`src/rtl/qspi_mem_ctrl.sv`:
```
// qspi_mem_ctrl: Quad-SPI master that turns 1-4 byte CPU requests into flash/RAM bus transactions.
// Latency: done pulses in cycle 1+2T after accept (T = nibble count); a rejected flash write answers in cycle 1.
// Backpressure: start is taken only while busy=0; starts during busy are dropped, so callers wait on busy.

module qspi_mem_ctrl #(
  parameter int FLASH_DUMMY = 4,
  parameter int RAM_DUMMY   = 4
) (
  input  logic        clk,
  input  logic        rst,
  input  logic        start,
  input  logic [24:0] addr,
  input  logic        write,
  input  logic [1:0]  len,
  input  logic [31:0] wdata,
  output logic        busy,
  output logic        done,
  output logic        err,
  output logic [31:0] rdata,
  output logic [3:0]  qspi_data_out,
  output logic [3:0]  qspi_data_oe,
  input  logic [3:0]  qspi_data_in,
  output logic        qspi_clk,
  output logic        qspi_flash_select,
  output logic        qspi_ram_a_select,
  output logic        qspi_ram_b_select
);

  typedef enum logic [2:0] {
    S_IDLE, S_CMD, S_ADDR, S_MODE, S_DUMMY, S_DATA, S_END, S_ERR
  } state_t;

  localparam logic [7:0] FD_LAST = 8'(FLASH_DUMMY - 1);
  localparam logic [7:0] RD_LAST = 8'(RAM_DUMMY - 1);
  // A zero dummy count jumps straight to the data phase.
  localparam state_t FLASH_AFTER_MODE = (FLASH_DUMMY > 0) ? S_DUMMY : S_DATA;
  localparam state_t RAM_AFTER_ADDR   = (RAM_DUMMY > 0) ? S_DUMMY : S_DATA;

  state_t      state_q, state_d;
  logic        phase_q, phase_d;   // 0: qspi_clk low half, 1: high half of a nibble
  logic [7:0]  nib_q, nib_d;       // nibble index inside the current state
  logic [24:0] addr_q, addr_d;
  logic        write_q, write_d;
  logic [1:0]  len_q, len_d;
  logic [31:0] wdata_q, wdata_d;
  logic [31:0] rx_q, rx_d;         // read bytes being assembled
  logic [31:0] rdata_q, rdata_d;   // last completed read, held between reads
  logic        err_q, err_d;

  logic        active;
  logic        oe_on;
  logic [3:0]  tx_nib;
  logic [7:0]  last_nib;
  state_t      next_state;
  logic [7:0]  cmd_byte;
  logic [23:0] addr_sh;
  logic [4:0]  nib_bit;            // bit offset of the current data nibble, high nibble first

  assign active   = (state_q == S_CMD) || (state_q == S_ADDR) || (state_q == S_MODE) ||
                    (state_q == S_DUMMY) || (state_q == S_DATA);
  assign cmd_byte = write_q ? 8'h02 : 8'h0B;
  assign addr_sh  = addr_q[23:0] << {nib_q[2:0], 2'b00};
  assign nib_bit  = {nib_q[2:1], ~nib_q[0], 2'b00};

  // State and request registers; reset drops every select at once through the state decode.
  always_ff @(posedge clk or posedge rst) begin
    if (rst) begin
      state_q <= S_IDLE;
      phase_q <= 1'b0;
      nib_q   <= '0;
      addr_q  <= '0;
      write_q <= 1'b0;
      len_q   <= '0;
      wdata_q <= '0;
      rx_q    <= '0;
      rdata_q <= '0;
      err_q   <= 1'b0;
    end else begin
      state_q <= state_d;
      phase_q <= phase_d;
      nib_q   <= nib_d;
      addr_q  <= addr_d;
      write_q <= write_d;
      len_q   <= len_d;
      wdata_q <= wdata_d;
      rx_q    <= rx_d;
      rdata_q <= rdata_d;
      err_q   <= err_d;
    end
  end

  // Length of each phase and the phase that follows it.
  always_comb begin
    last_nib   = 8'd0;
    next_state = S_IDLE;
    case (state_q)
      S_CMD: begin
        last_nib   = 8'd1;
        next_state = S_ADDR;
      end
      S_ADDR: begin
        last_nib = 8'd5;
        if (!addr_q[24])  next_state = S_MODE;
        else if (write_q) next_state = S_DATA;
        else              next_state = RAM_AFTER_ADDR;
      end
      S_MODE: begin
        last_nib   = 8'd1;
        next_state = FLASH_AFTER_MODE;
      end
      S_DUMMY: begin
        last_nib   = addr_q[24] ? RD_LAST : FD_LAST;
        next_state = S_DATA;
      end
      S_DATA: begin
        last_nib   = {5'd0, len_q, 1'b1};
        next_state = S_END;
      end
      default: ;
    endcase
  end

  // Request acceptance, nibble sequencing and read-data capture.
  always_comb begin
    state_d = state_q;
    phase_d = phase_q;
    nib_d   = nib_q;
    addr_d  = addr_q;
    write_d = write_q;
    len_d   = len_q;
    wdata_d = wdata_q;
    rx_d    = rx_q;
    rdata_d = rdata_q;
    err_d   = err_q;
    case (state_q)
      S_IDLE, S_END, S_ERR: begin
        state_d = S_IDLE;
        if (start) begin
          addr_d  = addr;
          write_d = write;
          len_d   = len;
          wdata_d = wdata;
          err_d   = 1'b0;
          rx_d    = '0;
          phase_d = 1'b0;
          nib_d   = '0;
          if (!addr[24] && write) begin
            // Flash is read-only: answer at once without touching the bus.
            state_d = S_ERR;
            err_d   = 1'b1;
          end else if (addr[24]) begin
            state_d = S_CMD;
          end else begin
            state_d = S_ADDR;
          end
        end
      end
      default: begin
        phase_d = ~phase_q;
        // The device drives its nibble during the low half; take it at the rising qspi_clk edge.
        if (state_q == S_DATA && !write_q && !phase_q) begin
          rx_d[nib_bit +: 4] = qspi_data_in;
        end
        if (phase_q) begin
          if (nib_q == last_nib) begin
            nib_d   = '0;
            state_d = next_state;
            if (state_q == S_DATA && !write_q) begin
              rdata_d = rx_q;
            end
          end else begin
            nib_d = nib_q + 8'd1;
          end
        end
      end
    endcase
  end

  // Nibble presented on the bus for the current phase.
  always_comb begin
    tx_nib = 4'h0;
    oe_on  = 1'b0;
    case (state_q)
      S_CMD: begin
        oe_on  = 1'b1;
        tx_nib = nib_q[0] ? cmd_byte[3:0] : cmd_byte[7:4];
      end
      S_ADDR: begin
        oe_on  = 1'b1;
        tx_nib = addr_sh[23:20];
      end
      S_MODE: begin
        oe_on  = 1'b1;
        tx_nib = nib_q[0] ? 4'h0 : 4'hA;
      end
      S_DATA: begin
        oe_on  = write_q;
        tx_nib = write_q ? wdata_q[nib_bit +: 4] : 4'h0;
      end
      default: ;
    endcase
  end

  assign busy              = active;
  assign done              = (state_q == S_END) || (state_q == S_ERR);
  assign err               = err_q;
  assign rdata             = rdata_q;
  assign qspi_clk          = active && phase_q;
  assign qspi_data_out     = oe_on ? tx_nib : 4'h0;
  assign qspi_data_oe      = {4{oe_on}};
  assign qspi_flash_select = !(active && !addr_q[24]);
  assign qspi_ram_a_select = !(active && addr_q[24] && !addr_q[23]);
  assign qspi_ram_b_select = !(active && addr_q[24] && addr_q[23]);

endmodule
```
`config.mk`:
```
export PLATFORM = sky130hd
export DESIGN_NAME = qspi_mem_ctrl
export DESIGN_NICKNAME = d
export VERILOG_FILES = /design/src/rtl/qspi_mem_ctrl.sv
export SDC_FILE = /design/constraint.sdc
export NUM_CORES = 1
export LEC_CHECK = 0
export ABC_CLOCK_PERIOD_IN_PS = 5700
export CAP_MARGIN = 15
export CORE_MARGIN = 2
export CORE_UTILIZATION = 52
export CTS_BUF_LIST = sky130_fd_sc_hd__clkbuf_4 sky130_fd_sc_hd__clkbuf_8
export CTS_CLUSTER_SIZE = 12
export DETAILED_ROUTE_END_ITERATION = 10
export PLACE_DENSITY = 0.79
export SLEW_MARGIN = 20
export SYNTH_ARGS = -nofsm -noshare
export SYNTH_HDL_FRONTEND = slang
export SYNTH_SLANG_ARGS = --single-unit
```
`constraint.sdc`:
```
create_clock -name clk -period 5.7 [get_ports clk]
set_clock_uncertainty 0.05 [all_clocks]
set_input_delay 0.57 -clock clk [delete_from_list [all_inputs] [get_ports clk]]
set_output_delay 0.57 -clock clk [all_outputs]
set_load 0.01 [all_outputs]
```
Yosys cells after proc, flatten, opt, wreduce, memory -nomap -nowiden --
Cells that the tools add are included.
Storage, ports and cells: memories kept 0, memory bits (writable) 0, input bits 67, bits in read-only memories 0, latch bits 0, output and inout bits 47, flip-flop bits (word level) 137, logic and storage cells 89
Cells by class: muxes and demuxes 28, bitwise operators 3, div/mod/pow operators 0, $add $sub $neg 2, shift-type cells 4, $lt $le $gt $ge 0, multipliers 0, reductions and logical operators 33, equal/unequal tests 9
Operator list (number):
- $mux 32 | 3
- $bwmux 32 | 1
- $mux 8 | 4
- $shift 4x7->32 const A | 1
- $shiftx 32x6->4 | 1
- $shiftx 4x7->32 | 1
- $shl 24x5->24 | 1
- $mux 4 | 5
- $mux 3 | 6
- $pmux 4 s4 | 1
- $pmux 3 s5 | 1
- $eq 3x3->1 const B | 4
- $pmux 3 s4 | 1
- $add 8x1->8 const B | 1
- $eq 8x8->1 | 1
- $logic_and 1x1->1 | 8
- $logic_not 1->1 | 8
- $reduce_and 2->1 | 4
- $neg 5->7 | 1
- $eq 3x2->1 const B | 2
- $reduce_bool 2->1 | 3
- $reduce_or 3->1 | 2
- $logic_or 1x1->1 | 5
- $mux 1 | 4
- 8 further kinds | 10

Longest topological paths before layout --
depth after elaboration 8, depth in mapped cells 8, depth with buffers taken out 7

Worst setup path after synthesis --
Ideal clock, no wire load.
path type reg2out, start point register nib_q[0], end point output port qspi_data_out[1], arrival time 2.115 ns, path slack 2.965 ns, data required time 5.080 ns, stages on the path, launching flop included 8, buffers on the path 3, cell sequence dfrtp_1 clkbuf_1 clkbuf_1 buf_2 mux2i_1 o21ai_0 a22oi_1 o22ai_1
Between the ends: longest elaborated chain between the ends 5, elaborated cells on any way between the ends 8, classes of those cells shift: 2; mux: 5; bitwise: 1
Ends and longest elaborated chain:
- start, declared | line 41 | logic [7:0] nib_q, nib_d;
- start signal, assigned | line 81 | nib_q <= nib_d;
- $not 1->1 | line 63 | assign nib_bit = {nib_q[2:1], ~nib_q[0], 2'b00};
- $shiftx 32x6->4 | line 198 | tx_nib = write_q ? wdata_q[nib_bit +: 4] : 4'h0;
- $mux 4 | line 198
- $pmux 4 s4 (*) | line 183 | case (state_q)
- $mux 4 (*) | line 209 | assign qspi_data_out = oe_on ? tx_nib : 4'h0;
- end, declared | line 20 | output logic [3:0] qspi_data_out,
Mark *: on every way between the ends. The rest lies on a longest branch, timed or not.

Worst setup path after layout --
Ends and elaborated chain as after synthesis.

==> results by group <==
Status
  • Status: completed

STA
  • Fin. max-slew vios: 0
  • Fin Setup TNS: 0 ns
  • Crit path time final: 3.70 ns
  • RSZ-0062 raised after global routing: false
  • Rel. slew slack: 30.7%
  • Max Freq: 0.270 GHz
  • Hold slack final: 0.429 ns
  • Fin crit share: 64.9%
  • # setup viols final: 0
  • Final Hold Vio Count: 0
  • Fin worst setup slack: 2.00 ns
  • Slew @ Worst Pin: 1.04 ns

Final layout
  • Layout Cells excl Fill: 863
  • Post-route core utilization: 66.7%
  • Inserted Diodes: 0
  • Nets: 774
  • Commonest non-fill, non-tap cells in the layout: nand2_1, dfrtp_1, clkdlybuf4s50_1
  • Most common cell after layout, fill and taps aside: nand2_1
  • Design Area, Final: 7980 um2
  • Area added between synthesis and finish: 25.4%
  • Fraction of layout cells with a size suffix above 1: 12.2%

Clocking
  • Sinks on Clock Net: 137
  • Post-CTS Resized: 0
  • Clock-pin slew on the worst setup and hold paths: 0.07 ns
  • Clock buffer count from CTS: 17
  • Worst-skew pair later-pin latency: 0.45 ns
  • CTS tree: done
  • Bufs on Longest Clock Path: 2
  • Hold Buf Count CTS: 0
  • Root Driver: clkbuf_8
  • Post-CTS setup buffer count: 0
  • CTS H-tree depth: 4

Die
  • Initial Util: 53.2%
  • Die ar.: 13100 um2
  • Std-Cell Rows: 40
  • I/O Pins: 114
  • Chip Height: 115 um
  • Core box area: 12000 um2
  • Chip width: 115 um

Global routing
  • First-pass GRT wire length: 23.5 mm
  • Total track usage: 23.1%
  • Number of global-route vias before repair: 4898
  • Grt ovf: 0
  • Largest net degree at the start of global routing: 87
  • Initial antenna violation count: 0

Run
  • Max-Cap Viols: 0

Routing
  • Wirelength, routed: 14.3 mm
  • Vias per inst: 5.39
  • TritonRoute pass-1 iters: 6
  • Number of remaining DRC errors: 0
  • DRT antenna net count: 0
  • Vias post-DR: 4650
  • WL per Instance: 16.5 um
  • Initial DRC count: 281

Critical path
  • Crit path max-delay family: flip-flops
  • Critical path, cell by cell: buf_4 -> mux4_2 -> mux2i_1 -> o22ai_1 -> clkdlybuf4s50_1
  • Slowest cell delay on critical path: 0.95 ns
  • Crit path kind: reg -> out
  • Worst EP required: 5.08 ns
  • Slowest-stage cell, CP: dfrtp_1
  • Startpoint types: register
  • Setup crit end kind: output pin
  • Worst path arrival time: 3.08 ns
  • Worst-path maximum fanout: 23
  • Number of buffers and inverters on the critical path: 2

Placed design
  • Setup WS pre-CTS: 2.45 ns
  • Port buffer count: 113
  • Post-DP Area: 7540 um2
  • Dpl hpwl: 9.95 mm
  • Final Wtd Congestion: 0.801
  • Inst Count DP: 832

Yosys
  • Ys flop type: dfrtp_1
  • Synthesized net count: 677
  • Area fraction of the dominant cell type after synthesis: 53.9%
  • Synth Instances: 607
  • Cell Area, Synth: 6360 um2
  • EDFF count, synth: 0
  • Yosys cell types: 49
  • Yosys reg bits: 137
  • Area leader, netlist: dfrtp_1
  • Yosys warns: 0
  • Register area share after synthesis: 53.9%
  • Synth Area per Inst: 10.5 um2
  • Post-synth ARST share: 100%
  • Top post-synthesis cells by area: dfrtp_1, nand2_1, mux2_4

Power and ir drop
  • Pwr/cell area: 476 nW/um2
  • Worst IR Drop VDD: 0.256 mV
  • Pleak: 3.88 nW
  • Power consumption: 3.80 mW

Worst hold path
  • Class of the worst hold path: reg -> reg
==> power breakdown <==
group	internal (mW)	switching, mW
clock	0.522	0.352
sequential	1.26	0.280
combinational	0.633	0.754
==> worst paths after layout <==
kind / startpoint / end / slack (ns) / cells after the start
hold reg to reg: wdata_q[29] / wdata_q[29] / 0.43 / 2
hold / removal: wdata_q[29] / wdata_q[29] / 0.43 / 2
setup reg to reg: state_q[1] / rdata[25] / 2.41 / 5
setup / recovery: nib_q[0] / qspi_data_out[1] / 2.00 / 5
min in group asynchronous: rst / phase_q / 0.58 / 2
max in group asynchronous: rst / rx_q[15] / 3.91 / 3
==> worst min-delay path: stages, from the launching register on <==
cell and delay (ns):
dfrtp_1 0.34, nand2_1 0.05, nand2_1 0.06
==> routing by layer <==
metal | up-vias | part of all wire (%) | GRT usage [%]
li1 | 2221 | - | -
met1 | 2246 | 44 | 30.6
met2 | 155 | 47 | 36.2
met3 | 28 | 6.3 | 6.78
met4 | 0 | 2.5 | 8.94
met5 | - | 0 | 0
==> state kept, by name (all words and copies together) (netlist names) <==
| signal | count |
|---|---|
| rdata | 32 |
| rx_q | 32 |
| wdata_q | 32 |
| addr_q | 25 |
| nib_q | 8 |
| state_q | 3 |
| len_q | 2 |
| err | 1 |
| phase_q | 1 |
| write_q | 1 |
==> cell families (layout without fill, tap and decap cells) <==
| group | Yosys count | in the layout | share of synthesized area (%) |
|---|---|---|---|
| and+or+nand+nor | 288 | 288 | 19.0 |
| DFF | 137 | 137 | 53.9 |
| muxes | 78 | 78 | 17.1 |
| AOI/OAI and AO/OA | 48 | 48 | 5.07 |
| buffers and inverters | 47 | 156 | 3.58 |
| xor gates and xnor gates | 6 | 6 | 0.826 |
| adders and majority gates | 3 | 3 | 0.590 |
==> Yosys cell counts (3+ instances only) <==
library cell / number
mux2_2: 4
nand2_1: 226
o2bb2ai_1: 7
mux4_2: 12
mux2_4: 30
mux2i_1: 32
or3_1: 7
buf_1: 3
a21oi_1: 6
buf_4: 5
clkbuf_1: 25
nor3_1: 3
nand2b_1: 4
nor2b_1: 5
o21ai_0: 15
o22ai_1: 4
ha_1: 3
nor2_1: 17
and3_1: 4
nand3_1: 8
inv_1: 6
dfrtp_1: 137
nor3b_1: 3
xor2_1: 4
buf_6: 4
==> area by class of cell <==
| cell class | instances | area (um2) |
|---|---|---|
| timing repair buffer | 117 | 1160 |
| clock buffer | 23 | 298 |
| fill | 916 | 3980 |
| clock inverter | 8 | 143 |
| multi-input combinational | 423 | 2730 |
| sequential | 137 | 3430 |
| inverter | 8 | 35.0 |
| tap | 147 | 184 |
Power figures use the tool's default switching activity.
